## src/rtl/game_pkg.sv

```systemverilog
// Shared definitions for the game sprite blocks: default screen/sprite
// dimensions and the motion controller state encoding.
package game_pkg;

  localparam int SCREEN_W_DEF = 640;
  localparam int SCREEN_H_DEF = 480;
  localparam int SPRITE_W_DEF = 8;
  localparam int SPRITE_H_DEF = 8;

  typedef enum logic [0:0] {
    IDLE = 1'b0,
    RUN  = 1'b1
  } motion_state_t;

endpackage

```

## src/rtl/game_sprite_axis.sv

```systemverilog
// One-axis position step with edge handling (bounce or wrap).
// Bounce behaviour is selected by defining GAME_SPRITE_BOUNCE_EN; wrap otherwise.
module game_sprite_axis #(
  parameter int POS_W = 10,
  parameter int VEL_W = 4,
  parameter int MAX   = 632
) (
  input  logic [POS_W-1:0] pos,
  input  logic [VEL_W-1:0] vel,
  output logic [POS_W-1:0] pos_next,
  output logic [VEL_W-1:0] vel_next,
  output logic             edge_hit
);

  localparam int S = POS_W + 2;
  localparam logic signed [S-1:0] MAX_S  = S'(MAX);
  localparam logic signed [S-1:0] SPAN_S = S'(MAX + 1);

  logic signed [S-1:0] w_vel_ext;
  logic signed [S-1:0] w_sum;
  logic signed [S-1:0] w_wrap;
  logic                w_low;
  logic                w_high;

`ifdef GAME_SPRITE_BOUNCE_EN
  // The most-negative velocity has no positive twin, so it saturates.
  function automatic logic [VEL_W-1:0] sat_neg(input logic [VEL_W-1:0] v);
    logic [VEL_W-1:0] most_neg;
    most_neg = {1'b1, {(VEL_W-1){1'b0}}};
    if (v == most_neg) sat_neg = {1'b0, {(VEL_W-1){1'b1}}};
    else               sat_neg = ~v + {{(VEL_W-1){1'b0}}, 1'b1};
  endfunction
`endif

  always_comb begin
    w_vel_ext = $signed({{(S-VEL_W){vel[VEL_W-1]}}, vel});
    w_sum     = $signed({2'b00, pos}) + w_vel_ext;
    w_low     = w_sum[S-1];
    w_high    = !w_low && (w_sum > MAX_S);
    edge_hit  = w_low || w_high || (w_sum == '0) || (w_sum == MAX_S);
    w_wrap    = w_sum;
`ifdef GAME_SPRITE_BOUNCE_EN
    if (w_low) begin
      pos_next = '0;
      vel_next = sat_neg(vel);
    end else if (w_high) begin
      pos_next = MAX_S[POS_W-1:0];
      vel_next = sat_neg(vel);
    end else begin
      pos_next = w_sum[POS_W-1:0];
      vel_next = vel;
    end
`else
    if (w_low)       w_wrap = w_sum + SPAN_S;
    else if (w_high) w_wrap = w_sum - SPAN_S;
    else             w_wrap = w_sum;
    pos_next = w_wrap[POS_W-1:0];
    vel_next = vel;
`endif
  end

endmodule

```

## src/rtl/game_sprite_motion.sv

```systemverilog
// Sprite motion controller: strobe-driven X/Y stepping with load priority.
// Edge behaviour: GAME_SPRITE_BOUNCE_EN defined = bounce, undefined = wrap.
module game_sprite_motion
  import game_pkg::*;
#(
  parameter int x_width       = 10,
  parameter int y_width       = 10,
  parameter int dx_width      = 4,
  parameter int dy_width      = 4,
  parameter int screen_width  = SCREEN_W_DEF,
  parameter int screen_height = SCREEN_H_DEF,
  parameter int sprite_width  = SPRITE_W_DEF,
  parameter int sprite_height = SPRITE_H_DEF
) (
  input  logic                clk,
  input  logic                reset,
  input  logic                strobe,
  input  logic                run,
  input  logic                load_xy,
  input  logic                load_dxy,
  input  logic [x_width-1:0]  x_in,
  input  logic [y_width-1:0]  y_in,
  input  logic [dx_width-1:0] dx_in,
  input  logic [dy_width-1:0] dy_in,
  output logic [x_width-1:0]  x,
  output logic [y_width-1:0]  y,
  output logic [dx_width-1:0] dx,
  output logic [dy_width-1:0] dy,
  output logic                moving,
  output logic                edge_hit
);

  localparam int XMAX = screen_width - sprite_width;
  localparam int YMAX = screen_height - sprite_height;
  localparam logic [x_width-1:0] XMAX_V = x_width'(XMAX);
  localparam logic [y_width-1:0] YMAX_V = y_width'(YMAX);

  motion_state_t r_state, w_state_next;
  logic [x_width-1:0]  r_x;
  logic [y_width-1:0]  r_y;
  logic [dx_width-1:0] r_dx;
  logic [dy_width-1:0] r_dy;
  logic                r_edge_hit;

  logic [x_width-1:0]  w_x_next, w_x_ld;
  logic [y_width-1:0]  w_y_next, w_y_ld;
  logic [dx_width-1:0] w_dx_next;
  logic [dy_width-1:0] w_dy_next;
  logic                w_edge_x, w_edge_y;
  logic                w_update;

  game_sprite_axis #(.POS_W(x_width), .VEL_W(dx_width), .MAX(XMAX)) u_axis_x (
    .pos(r_x), .vel(r_dx), .pos_next(w_x_next), .vel_next(w_dx_next), .edge_hit(w_edge_x)
  );

  game_sprite_axis #(.POS_W(y_width), .VEL_W(dy_width), .MAX(YMAX)) u_axis_y (
    .pos(r_y), .vel(r_dy), .pos_next(w_y_next), .vel_next(w_dy_next), .edge_hit(w_edge_y)
  );

  always_ff @(posedge clk or posedge reset) begin
    if (reset) r_state <= IDLE;
    else       r_state <= w_state_next;
  end

  always_comb begin
    w_state_next = r_state;
    case (r_state)
      IDLE:    if (run)  w_state_next = RUN;
      RUN:     if (!run) w_state_next = IDLE;
      default: w_state_next = IDLE;
    endcase
  end

  always_comb begin
    moving   = (r_state == RUN);
    w_update = (r_state == RUN) && strobe && !load_xy;
    w_x_ld   = (x_in > XMAX_V) ? XMAX_V : x_in;
    w_y_ld   = (y_in > YMAX_V) ? YMAX_V : y_in;
  end

  // Position load beats motion; velocity load beats bounce negation.
  always_ff @(posedge clk or posedge reset) begin
    if (reset) begin
      r_x        <= '0;
      r_y        <= '0;
      r_dx       <= '0;
      r_dy       <= '0;
      r_edge_hit <= 1'b0;
    end else begin
      r_edge_hit <= w_update && (w_edge_x || w_edge_y);
      if (load_xy) begin
        r_x <= w_x_ld;
        r_y <= w_y_ld;
      end else if (w_update) begin
        r_x <= w_x_next;
        r_y <= w_y_next;
      end
      if (load_dxy) begin
        r_dx <= dx_in;
        r_dy <= dy_in;
      end else if (w_update) begin
        r_dx <= w_dx_next;
        r_dy <= w_dy_next;
      end
    end
  end

  assign x        = r_x;
  assign y        = r_y;
  assign dx       = r_dx;
  assign dy       = r_dy;
  assign edge_hit = r_edge_hit;

endmodule

```

## config.mk

```make
export PLATFORM = sky130hd
export DESIGN_NAME = game_sprite_motion
export DESIGN_NICKNAME = d
export VERILOG_FILES = /design/src/rtl/game_pkg.sv /design/src/rtl/game_sprite_axis.sv /design/src/rtl/game_sprite_motion.sv
export SDC_FILE = /design/constraint.sdc
export NUM_CORES = 1
export LEC_CHECK = 0
export BUFFER_PORTS_ARGS = -buffer_cell sky130_fd_sc_hd__buf_4
export CORE_AREA = 2 2 98 100
export CTS_CLUSTER_SIZE = 40
export DETAILED_ROUTE_END_ITERATION = 6
export DIE_AREA = 0 0 100 102
export GPL_ROUTABILITY_DRIVEN = 0
export PLACE_DENSITY = 0.6
export SYNTH_ARGS = -nofsm -noshare
export SYNTH_HDL_FRONTEND = slang
export SYNTH_SLANG_ARGS = --single-unit
```

## constraint.sdc

```tcl
create_clock -name clk -period 8.4 [get_ports clk]
set_input_delay 1.26 -clock clk [delete_from_list [all_inputs] [get_ports clk]]
set_output_delay 1.26 -clock clk [all_outputs]
set_load 0.05 [all_outputs]
```

# After elaboration in Yosys (flattened, before gate mapping)
# Index checks and enable logic that the tools add are counted.
[word_totals] regBits=30 latch_bits=0 ramBits=0 mem_bits_ro=0 input_bits=34 output_inout_bits=30 word_cells=47 n_memories=0
[classes] n_addsub=6 multipliers=0 n_div=0 order_cmp=4 eq_ne=2 shifts=0 muxes=11 bitwise=0 reduce_logical=18
[op_table] cell="$mux W10" n=10
[op_table] cell="$add A11 B4 Y12" n=2
[op_table] cell="$logic_not A12 Y1" n=2
[op_table] cell="$add A10 B10 Y10 const B" n=2
[op_table] cell="$sub A10 B10 Y10 const B" n=2
[op_table] cell="$eq A12 B10 Y1 const B" n=1
[op_table] cell="$eq A12 B11 Y1 const B" n=1
[op_table] cell="$gt A12 B10 Y1 const B" n=1
[op_table] cell="$gt A12 B11 Y1 const B" n=1
[op_table] cell="$gt A10 B10 Y1 const B" n=1
[op_table] cell="$gt A10 B9 Y1 const B" n=1
[op_table] cell="$logic_or A1 B1 Y1" n=7
[op_table] cell="$logic_and A1 B1 Y1" n=5
[op_table] cell="$logic_not A1 Y1" n=3
[op_table] cell="$reduce_bool A2 Y1" n=1
[op_table] cell="$mux W1" n=1

# Depth between registers and ports, before layout
[depth] ltp_word=8 depth_mapped=13 depth_no_buf=12

# Hierarchy
# From an unflattened synthesis, not the netlist that was laid out.
[unflattened] cells_unflattened=475 hier_area_um2=4055.1
[modules_own_cells] module="game_sprite_motion" instances=1 cells_each=151 area_per_inst_um2=1514.0 seq_area_each_um2=750.7
[modules_own_cells] module="game_sprite_axis at u_axis_y" instances=1 cells_each=187 area_per_inst_um2=1441.4 seq_area_each_um2=0.0
[modules_own_cells] module="game_sprite_axis at u_axis_x" instances=1 cells_each=137 area_per_inst_um2=1099.8 seq_area_each_um2=0.0

# Worst setup path before layout
# OpenSTA, ideal clock, no wires.
[synth_path] path_type="register to register" from="reg r_dx[0] (netlist: dx[0])" to="reg r_x[9] (netlist: x[9])" setup_ps=146 arrival_ps=3178 required_time_ps=8254 setup_slack_ps=5076 stages_incl_launch_ff=14 path_buffers=1 synth_period_minus_slack_ps=3324 cell_sequence="dfrtp_1 > ha_1 > inv_1 > fa_1 > nand2b_1 > a21oi_4 > a211oi_1 > a311oi_1 > a211o_1 > a21oi_2 > buf_6 > a311oi_1 > mux2i_1 > o311ai_0"
[synth_via] elab_chain_len=7 word_cells_on_any_way=10 cone_classes="add/sub (3); order compare (1); mux (4); reduce/logical (2)"
[synth_lines] element="start, declared" line="game_sprite_motion.sv:41" text="logic [dx_width-1:0] r_dx;"
[synth_lines] element="start signal, assigned" line="game_sprite_motion.sv:99" text="r_dx <= dx_in;"
[synth_lines] element="start signal, assigned" line="game_sprite_motion.sv:102" text="r_dx <= w_dx_next;"
[synth_lines] element="$add A11 B4 Y12 (*)" line="game_sprite_axis.sv:37" text="w_sum = $signed({2'b00, pos}) + w_vel_ext;"
[synth_lines] element="$gt A12 B11 Y1 or $logic_not A1 Y1 (tied branches)" line="game_sprite_axis.sv:39" text="w_high = !w_low && (w_sum > MAX_S);"
[synth_lines] element="$logic_and A1 B1 Y1" line="game_sprite_axis.sv:39"
[synth_lines] element="$mux W10" line="game_sprite_axis.sv:55" text="else if (w_high) w_wrap = w_sum - SPAN_S;"
[synth_lines] element="$mux W10 (*)" line="game_sprite_axis.sv:54" text="if (w_low) w_wrap = w_sum + SPAN_S;"
[synth_lines] element="$mux W10 (*)" line="game_sprite_motion.sv:94" text="end else if (w_update) begin"
[synth_lines] element="$mux W10 (*)" line="game_sprite_motion.sv:91" text="if (load_xy) begin"
[synth_lines] element="end signal, assigned" line="game_sprite_motion.sv:92" text="r_x <= w_x_ld;"
[synth_lines] element="end signal, assigned" line="game_sprite_motion.sv:95" text="r_x <= w_x_next;"
[synth_lines] element="end, declared" line="game_sprite_motion.sv:39" text="logic [x_width-1:0] r_x;"
# Every way passes the cells marked *; elsewhere a longest branch is shown, timed or not. The select of a mux whose other input is x is not followed.
# A chain may end at the register's enable or synchronous reset.

# Worst setup path after layout
[layout_path] from="reg r_dx[3] (netlist: dx[3])" to="reg r_x[4] (netlist: x[4])"
# The elaborated chain is that of the path after synthesis.

==> out/qor.csv <==
metric,value,unit
tightestPinTransition,1037,ps
clock_power_share,9.3,%
cts_tree,yes,
synth_edf_count,0,
gate_power_share,75.3,%
hold_buffer_count_at_cts,0,
yosysSeqAreaShare,21.22,%
vdd_ir_drop_max,0.1701,mV
drtPass1Iterations,5,
setup_total_negative_slack,0,ps
total_leakage_power,0.001772,uW
critPathKind,reg -> reg,
cts_inserted_buffers,5,
netSwitchingFraction,53.32,%
portBuffers,63,
number_of_fillers_in_the_final_layout,940,
grt_antenna_before_repair,0,
post_cts_resized,0,
final.min_clock_period,3697,ps
fin_cells,576,
io-pin-count,64,
syn2layout_area_growth,16.05,%
multi_input_area,2562,sq um
relSlewSlack,30.65,%
ys_dominant_reg_cell,dfrtp_1,
reported_net_switching_power,723.9,uW
effective_utilization_at_floorplan,38.85,%
hold_path_end,dx[0],
worstRegToRegCells,10,
cts_sinks,30,
synth.lib_cells_used.distinct,85,
netlist_area,3538,sq um
path_max_fanout,15,
number_of_h_tree_levels,2,
synth_largest_type_area_fraction,21.22,%
post-route-period-util,44.01,%
cts_max_path_buffers,2,
final_common_cell,buf_4,
sequentialPowerShare,15.4,%
die_height,102,microns
max_cap_viol,0,
core.rowCount,35,
global_route.usage.total,19.56,%
detail-route-antenna-nets,0,
antenna-diode-count,0,
timing.fmax,0.2705,GHz
worstHoldPathType,reg -> reg,
final-seq-area,750.7,sq um
die_area,10200,sq um
grt_pass1_wl,16010,microns
grt-ovfl-total,0,
routed_wirelength,9735,microns
syn_area_per_cell,8.609,sq um
hold_violations,0,
routedWlPerCell,16.90,microns
worst_setup_hold_path_clk_slew,70,ps
floorplan.die.width,100,microns
critical_path.reg2reg.startpoint,dx[3],
highest_count_cells_in_the_layout_ignoring_fill_and_taps,"buf_4, nand2_1, dfrtp_1",
drc_errors,0,
r2r-end,x[4],
syn_nets,475,
timing.clock.skew,13.78,ps
synth_warnings,0,
fin_nets,528,
critPathLaunchType,flip-flop,
place.detailed.hpwl,7612,microns
number_of_vias_after_detailed_routing,3323,
grt_max_degree,31,
synth_area_leaders,"dfrtp_1, ha_1, xnor2_1",
worst_hold_startpoint,dx[0],
synthDominantAreaCellType,dfrtp_1,
placed_cells,568,
finalMaxSlewViolations,0,
asyncSetResetFlopFracSynth,100.0,%
clockRootBuffer,clkbuf_8,
timing.critical_path.arrival,3870,ps
regToRegSetupSlack,4700,ps
grt_pass1_vias,3252,
finalSetupViolCount,0,
detailedRoute.firstIterationViolations,134,
final_hold_slack,552.0,ps
unrepaired_setup_endpoints_after_global_routing,false,
clk-insertion-delay-late,290,ps
vias_per_cell,5.769,
cp.required,8570,ps
post_synth_inst_count,411,
synth-seq-cells,30,
timing.critical_path.to_type,flip-flop,
power_per_cell_area,330.6,nW/um^2
post_cts_buffers,0,
worst_hold_path.num_cells,1,
layout-drive-gt1-share,26.45,%
power.internal,633.8,uW
core,9109,sq um
run_status,"finished, final reports clean",
==> stage by stage <==
step,utilization (%),setup WS (ps),power (uW),cell area (sq um)
global placement,44.04,4859,1219,4011
CTS,45.08,4760,1362,4106
global route,45.08,4462,1475,4106
detailed placement,44.04,4777,1226,4011
floorplan,-,5076,1044,3538
finish,45.08,4703,1358,4106
==> worst max-delay path by stage <==
stage,endpoint,start
3_3_place_gp,x[4],dx[3]
3_5_place_dp,x[4],dx[3]
6_report,x[4],dx[3]
5_1_grt,x[5],dx[3]
2_1_floorplan,x[9],dx[0]
4_1_cts,x[4],dx[3]
==> power by group through the flow <==
stage                     Combinational (uW)  Clock, uW  Sequential, uW
after floorplan                          742          0             302
after CTS                               1020        132             210
after detailed placement                1010          0             212
after global routing                    1120        138             215
after global placement                  1010          0             211
final                                   1020        126             209
==> cell usage after synthesis, types with 10 or more instances <==
cell type / count
xnor2_1: 17
inv_1: 21
o31ai_1: 10
nor3_1: 10
dfrtp_1: 30
a21oi_1: 23
ha_1: 28
nand3_1: 17
nor2_1: 29
xor2_1: 10
o21ai_0: 19
nand2_1: 37
==> per-layer routing <==
metal | vias up | track usage (%) | wire length [microns] | part of all wire, %
li1 | 1641 | - | - | -
met4 | 0 | 5.796 | 199 | 2.0
met2 | 81 | 34.88 | 4832 | 50
met1 | 1586 | 24.85 | 4300 | 44
met3 | 15 | 2.531 | 403 | 4.1
met5 | - | 0 | 0 | 0
==> worst max-delay path, cell delays in order, from the launching register on <==
cell and delay [ps]:
dfrtp_1 580, ha_1 590, a21oi_1 150, o211a_1 270, a21bo_2 230, a21oi_2 190, xor2_1 830, a21o_2 230
nand3_1 70, a221o_1 310, o221a_2 120
==> sequential cells by signal, indices dropped and copies added, names as in the netlist <==
register,count
y,10
x,10
dx,4
moving,1
edge_hit,1
dy,4
==> final cells by class <==
type / count / share of cell area (%)
inverters: 21 / 1.920
repair buffers: 64 / 11.70
clock buffers: 6 / 2.011
clock inverters: 2 / 0.3047
well taps: 111 / 3.382
multi-input cells: 342 / 62.40
flip-flops and latches: 30 / 18.28
==> logic make-up after synthesis <==
kind of cell	synth area share [%]
simple gates	21.57
mux	3.359
buf+inv	6.365
xor+xnor	8.062
fa+ha+maj	11.03
flops	21.22
compound gates	28.40
Note: power is estimated with default switching activity, not from simulation.
